## config.mk

```make
export PLATFORM = sky130hd
export DESIGN_NAME = alu_seq
export DESIGN_NICKNAME = d
export VERILOG_FILES = /design/src/rtl/alu_seq.sv
export SDC_FILE = /design/constraint.sdc
export NUM_CORES = 1
export LEC_CHECK = 0
export CORE_ASPECT_RATIO = 1.75
export CORE_UTILIZATION = 30
export CTS_CLUSTER_DIAMETER = 30
export DETAILED_ROUTE_END_ITERATION = 10
export PLACE_DENSITY = 0.44
export SYNTH_ARGS = -nofsm -noshare
export SYNTH_HDL_FRONTEND = slang
export SYNTH_SLANG_ARGS = --single-unit
```

## constraint.sdc

```tcl
create_clock -name clock_i -period 4.46 [get_ports clock_i]
set_input_delay 0.446 -clock clock_i [delete_from_list [all_inputs] [get_ports clock_i]]
set_output_delay 0.446 -clock clock_i [all_outputs]
set_load 0.1 [all_outputs]
```

## src/rtl/alu_seq.sv

```systemverilog
// Handshaked integer ALU: single-cycle base ops and optional iterative mul/div.
// Define ALU_MULDIV_EN to build the mul/div opcodes (16-19) and their BUSY datapath.
module alu_seq #(
  parameter  int XLEN = 32,
  localparam int SHW  = $clog2(XLEN)
) (
  input  logic            clock_i,
  input  logic            reset_i,
  input  logic            in_valid_i,
  output logic            in_ready_o,
  input  logic [4:0]      func_i,
  input  logic [XLEN-1:0] a_i,
  input  logic [XLEN-1:0] b_i,
  output logic            out_valid_o,
  input  logic            out_ready_i,
  output logic [XLEN-1:0] res_o
);

  localparam logic [1:0] ST_IDLE = 2'd0;
  localparam logic [1:0] ST_DONE = 2'd2;
`ifdef ALU_MULDIV_EN
  localparam logic [1:0] ST_BUSY = 2'd1;
`endif

  localparam logic [4:0] OP_ADD  = 5'd0;
  localparam logic [4:0] OP_SUB  = 5'd1;
  localparam logic [4:0] OP_SLL  = 5'd2;
  localparam logic [4:0] OP_LT   = 5'd3;
  localparam logic [4:0] OP_LTU  = 5'd4;
  localparam logic [4:0] OP_XOR  = 5'd5;
  localparam logic [4:0] OP_SRL  = 5'd6;
  localparam logic [4:0] OP_SRA  = 5'd7;
  localparam logic [4:0] OP_OR   = 5'd8;
  localparam logic [4:0] OP_AND  = 5'd9;
  localparam logic [4:0] OP_EQ   = 5'd10;
  localparam logic [4:0] OP_NE   = 5'd11;
  localparam logic [4:0] OP_GE   = 5'd12;
  localparam logic [4:0] OP_GEU  = 5'd13;

  // Single-cycle result; anything not listed (including 16-19 without mul/div) yields zero.
  function automatic logic [XLEN-1:0] alu_op(input logic [4:0] f,
                                             input logic [XLEN-1:0] x,
                                             input logic [XLEN-1:0] y);
    logic [SHW-1:0]  sh;
    logic [XLEN-1:0] r;
    sh = y[SHW-1:0];
    case (f)
      OP_ADD:  r = x + y;
      OP_SUB:  r = x - y;
      OP_SLL:  r = x << sh;
      OP_LT:   r = {{(XLEN-1){1'b0}}, ($signed(x) < $signed(y))};
      OP_LTU:  r = {{(XLEN-1){1'b0}}, (x < y)};
      OP_XOR:  r = x ^ y;
      OP_SRL:  r = x >> sh;
      OP_SRA:  r = $unsigned($signed(x) >>> sh);
      OP_OR:   r = x | y;
      OP_AND:  r = x & y;
      OP_EQ:   r = {{(XLEN-1){1'b0}}, (x == y)};
      OP_NE:   r = {{(XLEN-1){1'b0}}, (x != y)};
      OP_GE:   r = {{(XLEN-1){1'b0}}, ($signed(x) >= $signed(y))};
      OP_GEU:  r = {{(XLEN-1){1'b0}}, (x >= y)};
      default: r = {XLEN{1'b0}};
    endcase
    return r;
  endfunction

  logic [1:0]      state_q, state_d;
  logic [XLEN-1:0] res_q, res_d;
  logic            out_valid_q, out_valid_d;
  logic            accept_s;

`ifdef ALU_MULDIV_EN
  // hi/lo hold {accumulator, multiplier} for mul and {remainder, quotient} for div.
  logic [SHW:0]    cnt_q, cnt_d;
  logic [XLEN-1:0] hi_q, hi_d, lo_q, lo_d, opb_q, opb_d;
  logic            div_q, div_d, sel_hi_q, sel_hi_d;
  logic            is_muldiv_s;
  logic [XLEN:0]   mul_sum_s;
  logic [XLEN:0]   rem_shift_s;
  logic [XLEN-1:0] rem_sub_s;
  logic            rem_ge_s;

  assign in_ready_o  = (state_q == ST_IDLE) || ((state_q == ST_DONE) && out_ready_i);
  assign is_muldiv_s = (func_i[4:2] == 3'b100);
  assign mul_sum_s   = {1'b0, hi_q} + (lo_q[0] ? {1'b0, opb_q} : {(XLEN+1){1'b0}});
  assign rem_shift_s = {hi_q, lo_q[XLEN-1]};
  assign rem_ge_s    = (rem_shift_s >= {1'b0, opb_q});
  assign rem_sub_s   = rem_shift_s[XLEN-1:0] - opb_q;
`else
  assign in_ready_o  = (state_q == ST_IDLE) || out_ready_i;
`endif

  assign accept_s    = in_valid_i && in_ready_o;
  assign out_valid_o = out_valid_q;
  assign res_o       = res_q;

  // Next-state, result and iterative datapath control.
  always_comb begin
    state_d     = state_q;
    res_d       = res_q;
    out_valid_d = out_valid_q;
`ifdef ALU_MULDIV_EN
    cnt_d    = cnt_q;
    hi_d     = hi_q;
    lo_d     = lo_q;
    opb_d    = opb_q;
    div_d    = div_q;
    sel_hi_d = sel_hi_q;
`endif
    case (state_q)
      ST_IDLE, ST_DONE: begin
        if (accept_s) begin
`ifdef ALU_MULDIV_EN
          if (is_muldiv_s) begin
            state_d     = ST_BUSY;
            out_valid_d = 1'b0;
            cnt_d       = (SHW+1)'(XLEN);
            hi_d        = {XLEN{1'b0}};
            lo_d        = a_i;
            opb_d       = b_i;
            div_d       = func_i[1];
            sel_hi_d    = func_i[0];
          end else begin
            state_d     = ST_DONE;
            out_valid_d = 1'b1;
            res_d       = alu_op(func_i, a_i, b_i);
          end
`else
          state_d     = ST_DONE;
          out_valid_d = 1'b1;
          res_d       = alu_op(func_i, a_i, b_i);
`endif
        end else if ((state_q == ST_DONE) && out_ready_i) begin
          state_d     = ST_IDLE;
          out_valid_d = 1'b0;
        end else begin
          state_d = state_q;
        end
      end
`ifdef ALU_MULDIV_EN
      ST_BUSY: begin
        if (cnt_q == {(SHW+1){1'b0}}) begin
          state_d     = ST_DONE;
          out_valid_d = 1'b1;
          res_d       = sel_hi_q ? hi_q : lo_q;
        end else begin
          cnt_d = cnt_q - {{SHW{1'b0}}, 1'b1};
          if (div_q) begin
            if (rem_ge_s) begin
              hi_d = rem_sub_s;
              lo_d = {lo_q[XLEN-2:0], 1'b1};
            end else begin
              hi_d = rem_shift_s[XLEN-1:0];
              lo_d = {lo_q[XLEN-2:0], 1'b0};
            end
          end else begin
            hi_d = mul_sum_s[XLEN:1];
            lo_d = {mul_sum_s[0], lo_q[XLEN-1:1]};
          end
        end
      end
`endif
      default: begin
        state_d     = ST_IDLE;
        out_valid_d = 1'b0;
      end
    endcase
  end

  // State registers; reset discards any in-flight operation.
  always_ff @(posedge clock_i or posedge reset_i) begin
    if (reset_i) begin
      state_q     <= ST_IDLE;
      res_q       <= {XLEN{1'b0}};
      out_valid_q <= 1'b0;
`ifdef ALU_MULDIV_EN
      cnt_q    <= {(SHW+1){1'b0}};
      hi_q     <= {XLEN{1'b0}};
      lo_q     <= {XLEN{1'b0}};
      opb_q    <= {XLEN{1'b0}};
      div_q    <= 1'b0;
      sel_hi_q <= 1'b0;
`endif
    end else begin
      state_q     <= state_d;
      res_q       <= res_d;
      out_valid_q <= out_valid_d;
`ifdef ALU_MULDIV_EN
      cnt_q    <= cnt_d;
      hi_q     <= hi_d;
      lo_q     <= lo_d;
      opb_q    <= opb_d;
      div_q    <= div_d;
      sel_hi_q <= sel_hi_d;
`endif
    end
  end

endmodule

```

==> results.md <==
- Layout cells sized above 1: 13.80%
- Total CTS buffers: 5
- Post-layout worst setup margin: 0.2695 ns
- WL final: 51900 um
- Setup crit start kind: input port
- Core area: 32920 um2
- Post-CTS Hold Buffers: 0
- Vias: 11663
- R2R depth: 9
- R2R Setup Slk: 1.79 ns
- Worst hold path depth: 2
- Asr flop ratio synth: 100.0%
- Nets: 1638
- CP startpoint: a_i[0]
- Die Ht: 243.8 um
- Clk sinks: 33
- # H-tree levels: 2
- Synth Cell Area: 10020 um2
- Yosys reg bits: 33
- Hold Path Sink: res_o[18]
- CTS Buffer Depth: 2
- Io pins: 107
- Worst min path class: flop to flop
- Pwr dens: 185.8 nW/um2
- Antenna violations before repair: 0
- Root Driver: clkbuf_16
- Fmax: 238.6 MHz
- Ant diodes: 0
- Slew HR: 34.33%
- Fin crit period: 4.190 ns
- Clock Skews: 0.009508 ns
- Synthesized net count: 1539
- Reg-to-reg endpoint: res_o[28]
- Setup TNS: 0 ns
- Fin cells: 1869
- Gate count of the mapped netlist: 1364
- Largest net degree at the start of global routing: 86
- Rows: 88
- WL/cell: 27.77 um
- Final Hold Fails: 0
- Primary FF master, synth: dfrtp_1
- Peak supply drop: 147.2 uV
- Yosys top cell area share: 12.48%
- Die extent in x: 140.2 um
- Cts repair resizes: 0
- CTS tree: built
- Worst-margin pin slew: 0.9820 ns
- IO buf count: 106
- Number of synthesized flops with an enable pin: 0
- Post-synth cell types: 89
- Final setup violation count: 0
- Crit end category: flop
- Mean Syn Cell Area: 7.349 um2
- Synth area leaders: ha_1, mux4_2, dfrtp_1
- Pre-antenna DRT Iters: 5
- Drt initial violations: 1155
- Vias in the first global route: 11520
- Leak Pwr: 4.916 nW
- Period utilisation layout: 93.96%
- Detail Route Antenna Nets: 0
- YS warnings: 0
- GP Congestion: 0.9528
- Critical path class: input port to flop
- DP Wirelength: 41790 um
- Starting Density: 30.45%
- Pins over their slew limit: 0
- First-pass GRT wire length: 76070 um
- Crit Path Max Fanout: 5
- Final Power: 2.229 mW
- Post-CTS Setup Repair Bufs: 0
- Dpl cells: 1861
- Hold path startpoint: res_o[18]
- DP Worst Slack: 0.08286 ns
- RSZ-0062 raised after global routing: no
- Worst EP arrival: 4.37 ns
- Tot GR Track Use: 30.22%
- Die area: 34180 um2
- CP Data Required Time: 4.64 ns
- GRT overflow: 0
- Area leader, netlist: ha_1
- Skew-Pair Late Insertion Delay: 0.29 ns
- # DRC: 0
- Status: finished clean
- Avg Vias per Cell: 6.240
- Clock transition at the registers of the reported paths: 0.06 ns
- Post-synthesis sequential area ratio: 8.238%
- Synth-to-Final Area Change: 19.63%
- Max-Cap Viols: 0
- R2r startpoint: out_valid_o
==> final cells by class <==
cell class / instances / area, um2
Clock buffer: 5 / 125.1
Clock inverter: 3 / 17.52
Fill cell: 3567 / 20930
Inverter: 99 / 371.6
Multi-Input combinational cell: 1125 / 8377
Sequential cell: 33 / 825.8
Tap cell: 405 / 506.7
Timing Repair Buffer: 199 / 1769
==> kinds of logic after synthesis <==
kind of cell	share of synthesized area (%)
AOI/OAI and AO/OA	32.85
xor gates and xnor gates	1.398
adders and majority gates	12.88
buffers and inverters	8.363
DFF	8.238
muxes	17.29
and+or+nand+nor	18.98
==> per-layer routing <==
metal,vias up,routed length (um),GRT usage (%)
met2,527,25600,53.12
met5,-,0,0
li1,5313,-,-
met1,5681,19880,34.37
met4,0,3879,20.65
met3,142,2543,2.732
==> registers in the layout, summed over array words and instances, names as in the netlist <==
name	count
out_valid_o	1
res_o	32
==> where the power goes <==
group	switching [mW]	internal [mW]	total [mW]
registers	0.0175	0.324	0.342
logic	1.01	0.532	1.54
clock network	0.144	0.205	0.348
total	1.17	1.06	2.23
==> cells in the mapped netlist (8+ instances only) <==
cell	n
o211ai_1	30
o31ai_1	12
o21a_1	9
dfrtp_1	33
a21oi_1	132
nand4_1	8
a31oi_1	15
o21bai_1	8
buf_1	10
mux4_2	53
and2_1	8
nor4_1	12
a21o_1	10
a22oi_1	25
inv_1	92
o21ai_1	25
a221o_1	8
mux2i_1	37
mux2_2	13
o21ai_0	78
nand2b_1	15
nor3_1	28
or3_1	17
buf_2	31
nand2_1	118
nor2_1	147
clkbuf_1	60
a22o_1	8
xnor2_1	15
a211oi_1	19
nand3_1	25
ha_1	100
o22ai_1	19
a221oi_1	23
==> how the worst max path moves through the flow <==
stage / cells past startpoint / slack, ns / to
global placement: 13 / 0.09 / res_o[28]
finish: 13 / 0.27 / res_o[28]
CTS: 13 / 0.38 / res_o[28]
detailed placement: 13 / 0.08 / res_o[28]
global route: 13 / 0.07 / res_o[28]
floorplan: 16 / 0.76 / res_o[27]
==> critical path: stages <==
cell and delay [ns]:
clkdlybuf4s50_1 0.56, ha_1 0.20, inv_1 0.06, fa_1 0.41, nand3b_1 0.21, a2111oi_0 0.66, a211oi_1 0.24, a311o_1 0.48
a21oi_1 0.39, o22ai_1 0.19, xnor2_1 0.14, and2_1 0.15, o31a_1 0.23
==> cells in the final DEF (no fill, tap or decap), drive strengths merged, types with 13 or more instances in the layout <==
cell type      count
a211oi            21
a21oi            132
a221oi            24
a22oi             25
a31oi             15
buf               97
clkdlybuf4s50    102
dfrtp             33
ha               100
inv               98
mux2              15
mux2i             37
mux4              53
nand2            118
nand2b            15
nand3             25
nor2             148
nor3              30
nor4              13
o211ai            32
o21ai            104
o22ai             19
o31ai             13
or3               17
xnor2             15
==> through the flow <==
step / instance area (um2) / util [%] / hold WS (ns)
after floorplan: 10020 / - / 0.5544
after global placement: 11850 / 36.00 / 0.4689
after detailed placement: 11850 / 36.00 / 0.4742
after CTS: 11990 / 36.43 / 0.4876
after global routing: 11990 / 36.43 / 0.5118
final: 11990 / 36.43 / 0.4787
No activity file was read; power rests on OpenSTA's default activity.
==> variant: new RTL, same flow settings <==
`XLEN`: 32 -> 16.
--- a/src/rtl/alu_seq.sv
+++ b/src/rtl/alu_seq.sv
@@ -3,3 +3,3 @@
 module alu_seq #(
-  parameter  int XLEN = 32,
+  parameter  int XLEN = 16,
   localparam int SHW  = $clog2(XLEN)
Ports: changed (resized a_i, b_i and res_o); port bits go from 107 to 59. The function was not compared with the original's and may differ.
==> variant against the unedited design <==
Largest cell class unchanged. Clock skew down 0.0078 ns. Critical path type unchanged. Clock power down 47%. Synthesized area down 55%. Sequential power down 48%. Sequential share of layout area up 1.2 points. Largest power group unchanged. Sequential cell count down 16. Total power down 55%. Final area down 56%. Worst setup slack better by 0.73 ns. Routed wire length down 64%.
==> variant: results <==
[cts]
cts_max_level = 1
cts_buffer_depth = 2
clk_latency_ns = 0.25
cts_inserted_buffers = 3

[yosys]
synthXorXnorAreaFrac = 0.0252
synthTopCellsByCount = nor2_1, ha_1, nand2_1, inv_1, a21oi_1
synth-seq-area-share = 0.0942
synthTopCellsByArea = ha_1, dfrtp_1, mux4_2
ys_types = 83
syn_nets = 657
synth_fa_ha_area_frac = 0.145
synth_cells = 565
synth_compound_area_frac = 0.298
synth.area.mux_share = 0.156

[sta]
period_needed_ns = 3.46
slew_headroom = 0.344
skew_ns = 0.00175

[final_layout]
fin_cells = 781
drive_gt1_frac = 0.0936
largest_register_ffs = 16
layout.nets = 691

[global_route]
grtUsageTotal = 0.245
grt_start_max_net_pins = 38
grt_pass1_vias = 4707
antenna_found_initial = 0
grt.met2_usage = 0.464
grt_pass1_wl_mm = 28.3
grtUsageMet3 = 0.0134
grt_use_met1 = 0.279

[worst_setup_path]
worstSetupStartpoint = a_i[4]
timing.critical_path.to = res_o[15]
cp_max_fo = 11
r2r_cells = 6
reg2reg_to = res_o[0]
critPathArrivalTime_ns = 3.62
ff2ff_setup_slack_ns = 2.33

[min_path]
hold-path-endpoint = res_o[4]
worstHoldStart = res_o[4]
hold_path_class = reg2reg
min_path_cells = 1

[pwr]
p_leak_nw = 2.17
peakVddDrop_mv = 0.0805
p_switching_mw = 0.482

[routing]
route.detailed.drc = 0
wl_mm = 18.6
dr_wl_met3_um = 533
met2_length_mm = 10.0
drt_first_iter_violations = 240
viasPerCell = 5.93
met1Wirelength_mm = 7.46

[placement]
gp_congestion = 0.942
port_buffers = 58
dp_slack_ns = 0.815
hpwl_mm = 14.9

[outcome]
status = complete, no violations
==> variant: changes by cell type in the layout (fill, tap and decap cells not counted), moves of 20 or more <==
cell / before / now
ha_1: 100 / 49
a21oi_1: 132 / 32
mux2i_1: 37 / 15
inv_1: 91 / 40
o211ai_1: 30 / 10
o21ai_1: 25 / 3
nand2_1: 118 / 44
mux4_2: 53 / 15
o21ai_0: 78 / 26
buf_4: 93 / 16
clkdlybuf4s50_1: 102 / 57
nor2_1: 145 / 52
==> variant: power groups by stage <==
stage | Combinational [mW] | Clock [mW] | Sequential (mW)
global placement | 0.636 | 0 | 0.179
CTS | 0.639 | 0.189 | 0.178
detailed placement | 0.636 | 0 | 0.180
floorplan | 0.331 | 0 | 0.285
finish | 0.641 | 0.183 | 0.177
global route | 0.682 | 0.197 | 0.179
==> variant: through the flow <==
stage               hold slack [ns]  total power, mW   util  area (µm²)
finish                        0.476             1.00  0.358        5290
detailed placement            0.471            0.817  0.353        5210
floorplan                     0.372            0.616      -        4520
global placement              0.468            0.816  0.353        5210
CTS                           0.482             1.01  0.358        5290
global route                  0.497             1.06  0.358        5290
==> variant: worst max-delay path, cell delays in order <==
cell             delay [ns]
clkdlybuf4s50_1        0.75
inv_1                  0.17
ha_1                   0.50
a21oi_1                0.13
and2_1                 0.18
a31oi_1                0.56
o21ai_0                0.26
a21oi_1                0.28
nor3_1                 0.09
o31ai_1                0.23
==> variant: cell type report <==
cell class	instances	area, µm²
Sequential cell	17	425
Clock buffer	4	78.8
Tap cell	183	229
Timing Repair Buffer	74	696
Inverter	42	158
Fill cell	1595	9480
Multi-Input combinational cell	461	3700
